## config.mk

```make
export PLATFORM = sky130hd
export DESIGN_NAME = depth_engine_scheduler
export DESIGN_NICKNAME = d
export VERILOG_FILES = /design/src/rtl/depth_engine_scheduler.sv
export SDC_FILE = /design/constraint.sdc
export NUM_CORES = 1
export LEC_CHECK = 0
export CAP_MARGIN = 15
export CORE_MARGIN = 2
export CORE_UTILIZATION = 56
export CTS_BUF_LIST = sky130_fd_sc_hd__clkbuf_8
export DETAILED_ROUTE_END_ITERATION = 7
export MAX_ROUTING_LAYER = met4
export PLACE_DENSITY = 0.82
export SLEW_MARGIN = 20
export SYNTH_ARGS = -nofsm -noshare
export SYNTH_HDL_FRONTEND = slang
export SYNTH_SLANG_ARGS = --single-unit
```

## constraint.sdc

```tcl
create_clock -name sysclk -period 2.7 [get_ports sysclk]
set_input_delay 0.27 -clock sysclk [delete_from_list [all_inputs] [get_ports sysclk]]
set_output_delay 0.27 -clock sysclk [all_outputs]
set_load 0.01 [all_outputs]
```

## src/rtl/depth_engine_scheduler.sv

```systemverilog
// depth_engine_scheduler
//   Shares N_ENGINES depth_calculator engines across the raster. Pixel coordinates
//   are issued round-robin to free engines. Each engine's final_depth is captured
//   into its slot. Results retire strictly in raster order toward the colour-LUT/packer.
//
//   Optional feature macro: SCHED_PERF_CNT_EN
//     When defined, this adds the stall_cnt[31:0] output, a saturating count of cycles
//     in which enable is high but the next engine in turn is not free.
//
//   Ports
//     sysclk      single clock, posedge
//     reset       synchronous, active-high
//     enable      1 = dispatch new pixels, 0 = drain only
//     eng_start   one-hot start pulse per engine
//     eng_x/eng_y raster coordinate broadcast (always the current raster position)
//     eng_done    per-engine done pulse
//     eng_depth   engine i depth on [i*DEPTH_W +: DEPTH_W]
//     out_*       in-order retire stream, valid/ready handshake
//     frame_done  pulse the cycle after the last pixel of a frame retires
//     busy        any slot occupied
//     stall_cnt   engine-starvation cycle count (SCHED_PERF_CNT_EN only)

// One engine slot: IDLE -> BUSY (dispatch) -> DONE (engine done) -> IDLE (retire).
module depth_engine_slot #(
  parameter int DEPTH_W = 8
) (
  input  logic               sysclk,
  input  logic               reset,
  input  logic               i_start,
  input  logic               i_done,
  input  logic               i_retire,
  input  logic [9:0]         i_x,
  input  logic [8:0]         i_y,
  input  logic [DEPTH_W-1:0] i_depth,
  output logic               o_idle,
  output logic               o_done,
  output logic [9:0]         o_x,
  output logic [8:0]         o_y,
  output logic [DEPTH_W-1:0] o_depth
);
  typedef enum logic [1:0] {S_IDLE, S_BUSY, S_DONE} state_t;

  state_t             r_state, w_state_nxt;
  logic               w_capture;
  logic [9:0]         r_x;
  logic [8:0]         r_y;
  logic [DEPTH_W-1:0] r_depth;

  // A done pulse only counts while the slot is waiting on its engine.
  always_comb begin
    w_state_nxt = r_state;
    w_capture   = 1'b0;
    case (r_state)
      S_IDLE: if (i_start) w_state_nxt = S_BUSY;
      S_BUSY: if (i_done) begin
        w_state_nxt = S_DONE;
        w_capture   = 1'b1;
      end
      S_DONE: if (i_retire) w_state_nxt = S_IDLE;
      default: w_state_nxt = S_IDLE;
    endcase
  end

  always_ff @(posedge sysclk) begin
    if (reset) begin
      r_state <= S_IDLE;
      r_x     <= '0;
      r_y     <= '0;
      r_depth <= '0;
    end else begin
      r_state <= w_state_nxt;
      if (i_start && r_state == S_IDLE) begin
        r_x <= i_x;
        r_y <= i_y;
      end
      if (w_capture) r_depth <= i_depth;
    end
  end

  assign o_idle  = (r_state == S_IDLE);
  assign o_done  = (r_state == S_DONE);
  assign o_x     = r_x;
  assign o_y     = r_y;
  assign o_depth = r_depth;
endmodule

module depth_engine_scheduler #(
  parameter int N_ENGINES = 4,
  parameter int X_SIZE    = 640,
  parameter int Y_SIZE    = 480,
  parameter int DEPTH_W   = 8
) (
  input  logic                         sysclk,
  input  logic                         reset,
  input  logic                         enable,
  output logic [N_ENGINES-1:0]         eng_start,
  output logic [9:0]                   eng_x,
  output logic [8:0]                   eng_y,
  input  logic [N_ENGINES-1:0]         eng_done,
  input  logic [N_ENGINES*DEPTH_W-1:0] eng_depth,
  output logic                         out_valid,
  input  logic                         out_ready,
  output logic [DEPTH_W-1:0]           out_depth,
  output logic [9:0]                   out_x,
  output logic [8:0]                   out_y,
  output logic                         out_sof,
  output logic                         out_eol,
  output logic                         frame_done,
  output logic                         busy
`ifdef SCHED_PERF_CNT_EN
  ,
  output logic [31:0]                  stall_cnt
`endif
);
  localparam int         PW     = (N_ENGINES > 1) ? $clog2(N_ENGINES) : 1;
  localparam logic [9:0] X_LAST = 10'(X_SIZE - 1);
  localparam logic [8:0] Y_LAST = 9'(Y_SIZE - 1);

  logic [PW-1:0] r_dp, r_rp;
  logic [9:0]    r_cx;
  logic [8:0]    r_cy;
  logic          r_frame_done;

  logic [N_ENGINES-1:0]              w_idle, w_done, w_start, w_retire;
  logic [N_ENGINES-1:0][9:0]         w_sx;
  logic [N_ENGINES-1:0][8:0]         w_sy;
  logic [N_ENGINES-1:0][DEPTH_W-1:0] w_sd;
  logic                              w_dispatch, w_retire_go;

  // Dispatch looks only at registered slot state, so a slot retired this cycle
  // is not reused until the next one. Reset masks the start so engines see none.
  assign w_dispatch  = enable && !reset && w_idle[r_dp];
  assign w_retire_go = out_valid && out_ready;

  genvar gi;
  generate
    for (gi = 0; gi < N_ENGINES; gi++) begin : g_slot
      assign w_start[gi]  = w_dispatch  && (r_dp == PW'(gi));
      assign w_retire[gi] = w_retire_go && (r_rp == PW'(gi));

      depth_engine_slot #(.DEPTH_W(DEPTH_W)) u_slot (
        .sysclk   (sysclk),
        .reset    (reset),
        .i_start  (w_start[gi]),
        .i_done   (eng_done[gi]),
        .i_retire (w_retire[gi]),
        .i_x      (r_cx),
        .i_y      (r_cy),
        .i_depth  (eng_depth[gi*DEPTH_W +: DEPTH_W]),
        .o_idle   (w_idle[gi]),
        .o_done   (w_done[gi]),
        .o_x      (w_sx[gi]),
        .o_y      (w_sy[gi]),
        .o_depth  (w_sd[gi])
      );
    end
  endgenerate

  // Pointers wrap by natural overflow (N_ENGINES is a power of two).
  always_ff @(posedge sysclk) begin
    if (reset) begin
      r_dp         <= '0;
      r_rp         <= '0;
      r_cx         <= '0;
      r_cy         <= '0;
      r_frame_done <= 1'b0;
    end else begin
      if (w_dispatch) begin
        r_dp <= r_dp + PW'(1);
        if (r_cx == X_LAST) begin
          r_cx <= '0;
          r_cy <= (r_cy == Y_LAST) ? '0 : r_cy + 9'd1;
        end else begin
          r_cx <= r_cx + 10'd1;
        end
      end
      if (w_retire_go) r_rp <= r_rp + PW'(1);
      r_frame_done <= w_retire_go && (out_x == X_LAST) && (out_y == Y_LAST);
    end
  end

`ifdef SCHED_PERF_CNT_EN
  logic [31:0] r_stall_cnt;
  always_ff @(posedge sysclk) begin
    if (reset)
      r_stall_cnt <= '0;
    else if (enable && !w_idle[r_dp] && r_stall_cnt != 32'hFFFF_FFFF)
      r_stall_cnt <= r_stall_cnt + 32'd1;
  end
  assign stall_cnt = r_stall_cnt;
`endif

  assign eng_start  = w_start;
  assign eng_x      = r_cx;
  assign eng_y      = r_cy;
  assign out_valid  = w_done[r_rp];
  assign out_depth  = w_sd[r_rp];
  assign out_x      = w_sx[r_rp];
  assign out_y      = w_sy[r_rp];
  assign out_sof    = (out_x == 10'd0) && (out_y == 9'd0);
  assign out_eol    = (out_x == X_LAST);
  assign frame_done = r_frame_done;
  assign busy       = ~&w_idle;
endmodule

```

==> results of run 1 <==
[worst max-delay path by stage]
stage,from,endpoint,slack [ps],cells past startpoint
finish,r_rp[1]$_SDFFE_PP0P_,out_sof,-130,6
global route,r_rp[1]$_SDFFE_PP0P_,out_sof,-160,6
global placement,r_rp[1]$_SDFFE_PP0P_,out_sof,-220,5
detailed placement,r_rp[1]$_SDFFE_PP0P_,out_sof,-220,5
floorplan,r_rp[1]$_SDFFE_PP0P_,out_sof,410,5
CTS,r_rp[1]$_SDFFE_PP0P_,out_sof,-150,5
[critical path, delay by kind of cell, from the launching register on]
family | cells | cell delay [ps]
AND/OR/NAND/NOR | 3 | 950
flip-flops | 1 | 390
buffers and inverters | 2 | 280
multiplexers | 1 | 510
[report_power, final]
part           internal, mW  switching, mW
Combinational         0.188          0.243
Clock                 0.816          0.823
Sequential             2.08         0.0302
Total                  3.09           1.10
[metal layers]
metal  up-vias  global-route usage [%]  wire length, µm
met5         -                       -                0
met4         0                    10.4              463
met3        43                    7.46             1460
met2       261                    46.1             8600
met1      2736                    35.6             7290
li1       2707                       -                -
[state kept, by name, indices dropped and copies added, names as in the netlist]
register / flops
eng_x: 10
g_slot.u_slot.o_depth: 32
r_rp: 2
g_slot.u_slot.o_y: 36
r_dp: 2
eng_y: 9
g_slot.u_slot.o_x: 40
frame_done: 1
g_slot.u_slot.r_state: 8
[what timing repair did]
action,CTS,global route
pin swaps,3,3
cloned,0,1
endpoints found under the setup margin,23,19
buffers inserted,0,5
resized for setup,21,7
[layout by cell type (no fill, tap or decap), types with 3 or more instances in the layout]
master and count:
nand2_1 201, buf_4 47, inv_1 11, nor3b_1 3
clkdlybuf4s50_1 90, nor4_4 3, nand3b_1 4, nor3_1 6
nand3_1 9, or2_2 5, mux4_2 28, and2_1 5
and4_1 3, nor2b_1 4, nand2b_1 3, nand4_1 7
or3_1 7, clkinvlp_4 4, nor2_1 39, nor4_1 11
dfxtp_1 136, o21ai_0 6, clkbuf_8 17, nor3_2 4
xnor2_1 12, a21oi_1 108, ha_1 10, clkinv_4 3
mux2i_1 17
[layout make-up]
type | count | share of cell area, %
clock buffers | 17 | 2.91
flip-flops and latches | 140 | 34.9
repair buffers | 144 | 16.8
clock inverters | 14 | 1.83
well taps | 140 | 2.17
inverters | 10 | 0.466
multi-input cells | 520 | 40.9
[synthesized netlist by cell type, types with 2 or more instances]
cell type | instances | share of area [%]
a211oi_1 | 2 | 0.24
a21oi_1 | 108 | 8.5
a31oi_1 | 2 | 0.20
and2_1 | 5 | 0.49
and4_1 | 3 | 0.41
buf_1 | 5 | 0.30
buf_2 | 17 | 1.3
buf_4 | 10 | 1.2
buf_6 | 4 | 0.71
clkbuf_1 | 20 | 1.2
dfxtp_1 | 140 | 44
ha_1 | 10 | 2.0
inv_1 | 10 | 0.59
mux2i_1 | 17 | 2.7
mux4_2 | 28 | 9.9
nand2_1 | 201 | 12
nand2b_1 | 3 | 0.30
nand3_1 | 9 | 0.71
nand3b_1 | 4 | 0.47
nand4_1 | 7 | 0.69
nor2_1 | 40 | 2.4
nor2b_1 | 4 | 0.39
nor3_1 | 7 | 0.55
nor3_2 | 4 | 0.63
nor3b_1 | 3 | 0.35
nor4_1 | 12 | 1.2
o21ai_0 | 6 | 0.47
o41ai_1 | 2 | 0.28
or2_2 | 6 | 0.59
or3_1 | 7 | 0.69
or4_1 | 3 | 0.35
xnor2_1 | 12 | 1.7
[cells by family after synthesis]
family          Yosys count  share of synthesized area [%]
simple gates            328                           24.1
buf+inv                  66                           5.29
mux                      45                           12.6
fa+ha+maj                10                           1.97
xor+xnor                 13                           1.79
flops                   140                           44.1
compound gates          124                           10.2
==> run summary, run 1 <==
Initial antenna violation count: 0
VDD IR max: 324 µV
CTS tree: yes
# fillers: 751
CP max FO: 5
P&R area growth vs syn: 26.6%
First-pass GRT wire length: 27800 µm
Hold EP: g_slot[1].u_slot.r_state[1]$_SDFFE_PP0P_
F_max: 0.353 GHz
Slew HR: 40.8%
Hold path cells: 2
Tmin final: 2830 ps
Die area: 0.0122 mm²
Worst hold slack: 140 ps
Clock Tree Buf Depth: 2
IO buf count: 94
Final instance area: 0.00805 mm²
Syn Area/Cell: 8.76 µm²
Initial Utilization: 57.9%
Via Count: 5747
Count of non-filler cells in the finished layout: 985
Chip height: 111 µm
Status: finished, violations left
Worst Hold Class: primary input to flip-flop
Ys async rst share: 0%
Mapped cell area: 0.00636 mm²
Total routed wirelength: 17800 µm
CTS buffer count: 17
Dpl hpwl: 11600 µm
Post-synth EDFFs: 0
Critical Path Source Type: flip-flop
Clock-pin slew on the worst setup and hold paths: 80 ps
Clock Tree Root: clkbuf_8
Worst reg-to-reg path cell count: 6
Vias per cell: 5.83
Worst reg2reg startpoint: g_slot[3].u_slot.r_state[0]$_SDFFE_PP0P_
Slowest cell on the critical path: or4_4
Sequential fraction of the synthesis area: 44.1%
Number of I/O pins: 95
Max-slew violations: 0
Hold path start: reset
Sequential Area: 0.00281 mm²
Number of max-cap violations: 0
Gr ovfl total: 0
Fin crit share: 105%
Placed cell count: 948
Pre-Repair DR Iteration Count: 5
Syn nets: 776
WL/cell: 18.1 µm
Power Total: 4.18 mW
Clock Skews: 12.4 ps
PD cells: 519 mW/mm²
RSZ-0062 raised after global routing: yes
Failing checks: setup timing
# clock sinks: 140
Gr usage total: 28.9%
Routed Antenna Nets: 0
Critical Path AT: 2560 ps
Initial detailed-routing violation count: 468
Multi-input logic area: 0.00329 mm²
Pre-CTS setup slack: -215 ps
Synth warn: 0
Slew @ Worst Pin: 888 ps
Critical Path RT: 2430 ps
H-tree levels: 4
Setup violators final: 1
Final Worst Setup Slack: -135 ps
Placed cell area: 0.00752 mm²
Gp weighted congestion: 0.901
Reg2Reg Setup Slack: 210 ps
Reg-to-Reg End: g_slot[2].u_slot.o_x[2]$_SDFFE_PP0P_
Vias in the first global route: 5478
Critical path class: flip-flop to primary output
Synth Flop Type: dfxtp_1
Die W: 111 µm
Core Footprint: 0.0110 mm²
Residual DRC: 0
Hold Buf Count CTS: 0
Pleak: 2.83 nW
Critical-path cell list: buf_4 > mux4_2 > or4_4 > nor4_4 > and4_1 > buf_2
Slowest stage delay, CP: 560 ps
# rows: 38
Final core utilization: 73.3%
Largest net degree at the start of global routing: 63
Layout cells sized above 1: 16.2%
CP endpoint kind: primary output
Yosys cell types: 47
Final setup TNS: -135 ps
Worst-Skew Late Latency: 440 ps
Layout net count: 883
ANT cells: 0
Endpoints failing hold: 0
Cells after Synth: 726
Synthesized flop and latch total: 140
(Power assumes the default switching activity.)
==> run 2, diff against run 1 <==
- PLACE_DENSITY: 0.82 -> unset
- PLACE_DENSITY_LB_ADDON: unset -> 0.05
==> run 2 against run 1 <==
The run still ends with setup timing left. Via count is 1.2% lower. Total power is 2.5% higher. Clock-buffer cell count is 2 higher. Worst hold slack worse by 19 ps. Clock skew is 2.0 ps lower. Critical path depth stayed put. Sequential power hardly changed. Non-clock buffer count is 2 higher. Global-route usage is 0.42 points higher. Setup slack better by 49 ps.
==> run summary, run 2 (synthesis results as in run 1) <==
Status: finished, violations left
Failing checks: setup timing
Layout net count: 885 (+0.23%)
Slew HR: 43.8% (+3.0 points)
# rows: 38 (unchanged)
Commonest non-fill, non-tap cell in the layout: nand2_1
Clock Tree Root: clkbuf_8
Slowest stage delay, CP: 570 ps (about the same)
Critical Path RT: 2430 ps (about the same)
CP endpoint kind: primary output
Critical Path Source Type: flip-flop
CTS buffer count: 17 (unchanged)
Sequential Area: 0.00281 mm² (-0.13%)
Vias in the first global route: 5509 (+0.57%)
Number of I/O pins: 95 (unchanged)
Hold Buf Count CTS: 0 (unchanged)
Initial antenna violation count: 0 (unchanged)
Gp weighted congestion: 0.889 (-1.3%)
Chip height: 111 µm (unchanged)
Via Count: 5680 (-1.2%)
Slowest cell on the critical path: or4_4
WL/cell: 17.6 µm (-3.0%)
Slew @ Worst Pin: 843 ps (-44.9 ps)
IO buf count: 94 (unchanged)
Critical-path cell list: buf_6 > mux4_2 > or4_4 > nor4_4 > and4_1 > buf_2
Power Total: 4.29 mW (+2.5%)
Critical path class: flip-flop to primary output
Routed Antenna Nets: 0 (unchanged)
Layout cells sized above 1: 16.4% (+0.22 points)
Final core utilization: 73.8% (+0.43 points)
Commonest cells after routing, fill and taps aside: 201 x nand2_1, 137 x dfxtp_1, 108 x a21oi_1, 85 x clkdlybuf4s50_1, 48 x buf_4
Die area: 0.0122 mm² (unchanged)
Total routed wirelength: 17300 µm (-2.9%)
VDD IR max: 507 µV (+57%)
Pleak: 2.92 nW (+3.2%)
CTS tree: yes
Worst Hold Class: primary input to flip-flop
Largest net degree at the start of global routing: 62 (-1.6%)
Clock Tree Buf Depth: 2 (unchanged)
Initial Utilization: 57.9% (unchanged)
Setup violators final: 1 (unchanged)
Residual DRC: 0 (unchanged)
Initial detailed-routing violation count: 467 (-0.21%)
# clock sinks: 140 (unchanged)
Gr ovfl total: 0 (unchanged)
F_max: 0.359 GHz (+1.8%)
CP max FO: 4 (-1)
Pre-Repair DR Iteration Count: 8 (+3)
Placed cell area: 0.00755 mm² (+0.50%)
Critical Path AT: 2520 ps (-40 ps)
Clock-pin slew on the worst setup and hold paths: 80 ps (about the same)
Worst hold slack: 121 ps (-19.3 ps)
# fillers: 811 (+8.0%)
H-tree levels: 4 (unchanged)
Max reg flops: 40 (unchanged)
First-pass GRT wire length: 27900 µm (+0.32%)
Clock Skews: 10.4 ps (-1.96 ps)
Multi-input logic area: 0.00330 mm² (about the same)
P&R area growth vs syn: 27.3%
ANT cells: 0 (unchanged)
Tmin final: 2790 ps (-49.4 ps)
Dpl hpwl: 12000 µm (+2.7%)
Fin crit share: 103% (-1.8 points)
Gr usage total: 29.3% (+0.42 points)
Endpoints failing hold: 0 (unchanged)
RSZ-0062 raised after global routing: yes
Vias per cell: 5.76 (-1.3%)
Worst-Skew Late Latency: 440 ps (about the same)
Final Worst Setup Slack: -85.6 ps (+49.4 ps)
Final setup TNS: -85.6 ps (+49.4 ps)
Final instance area: 0.00810 mm² (+0.59%)
Core Footprint: 0.0110 mm² (unchanged)
PD cells: 529 mW/mm² (+1.9%)
Die W: 111 µm (unchanged)
Number of max-cap violations: 0 (unchanged)
Max-slew violations: 0 (unchanged)
==> run 2: metal layers <==
layer	GRT usage, %	vias up	share of wire, %
met3	6.81	25	6.7
met2	46.7	219	48
met5	-	-	0
met1	36.8	2729	44
met4	10.1	0	1.8
li1	-	2707	-
==> run 2: what timing repair did <==
item	in CTS	in global routing
gates resized for setup	26	8
endpoints found under the setup margin	25	24
setup buffers	0	3
pin swaps	3	3
==> run 2: worst max-delay path, delay by kind of cell (launching register included) <==
family | cells | cell delay [ps]
flops | 1 | 390
simple gates | 3 | 960
buf+inv | 2 | 240
mux | 1 | 490
==> run 2: where the power goes <==
| group | switching [mW] | internal (mW) |
|---|---|---|
| Clock | 0.788 | 0.949 |
| Combinational | 0.249 | 0.189 |
| Sequential | 0.0286 | 2.08 |
==> run 2: worst paths after layout <==
path | from | end | slack, ps | cells past startpoint
worst max-delay path | r_rp[1]$_SDFFE_PP0P_ | out_sof | -90 | 6
worst min register to register | g_slot[1].u_slot.o_x[3]$_SDFFE_PP0P_ | g_slot[1].u_slot.o_x[3]$_SDFFE_PP0P_ | 460 | 2
worst max register to register | g_slot[3].u_slot.r_state[0]$_SDFFE_PP0P_ | g_slot[0].u_slot.o_y[7]$_SDFFE_PP0P_ | 120 | 6
worst min-delay path | reset | eng_x[2]$_SDFFE_PP0N_ | 120 | 2
==> run 2: layout make-up <==
class                      count  share of cell area [%]
tap                          140                    2.16
sequential                   140                    34.7
clock buffer                  19                    3.23
timing repair buffer         146                    17.0
multi-input combinational    520                    40.7
clock inverter                11                    1.79
inverter                      10                   0.463
==> run 2: stage by stage <==
| step | instances | setup WS (ps) |
|---|---|---|
| 6_report | 986 | -85.6 |
| 2_1_floorplan | 726 | 411 |
| 5_1_grt | 986 | -174 |
| 4_1_cts | 983 | -157 |
| 3_5_place_dp | 953 | -153 |
| 3_3_place_gp | 953 | -162 |
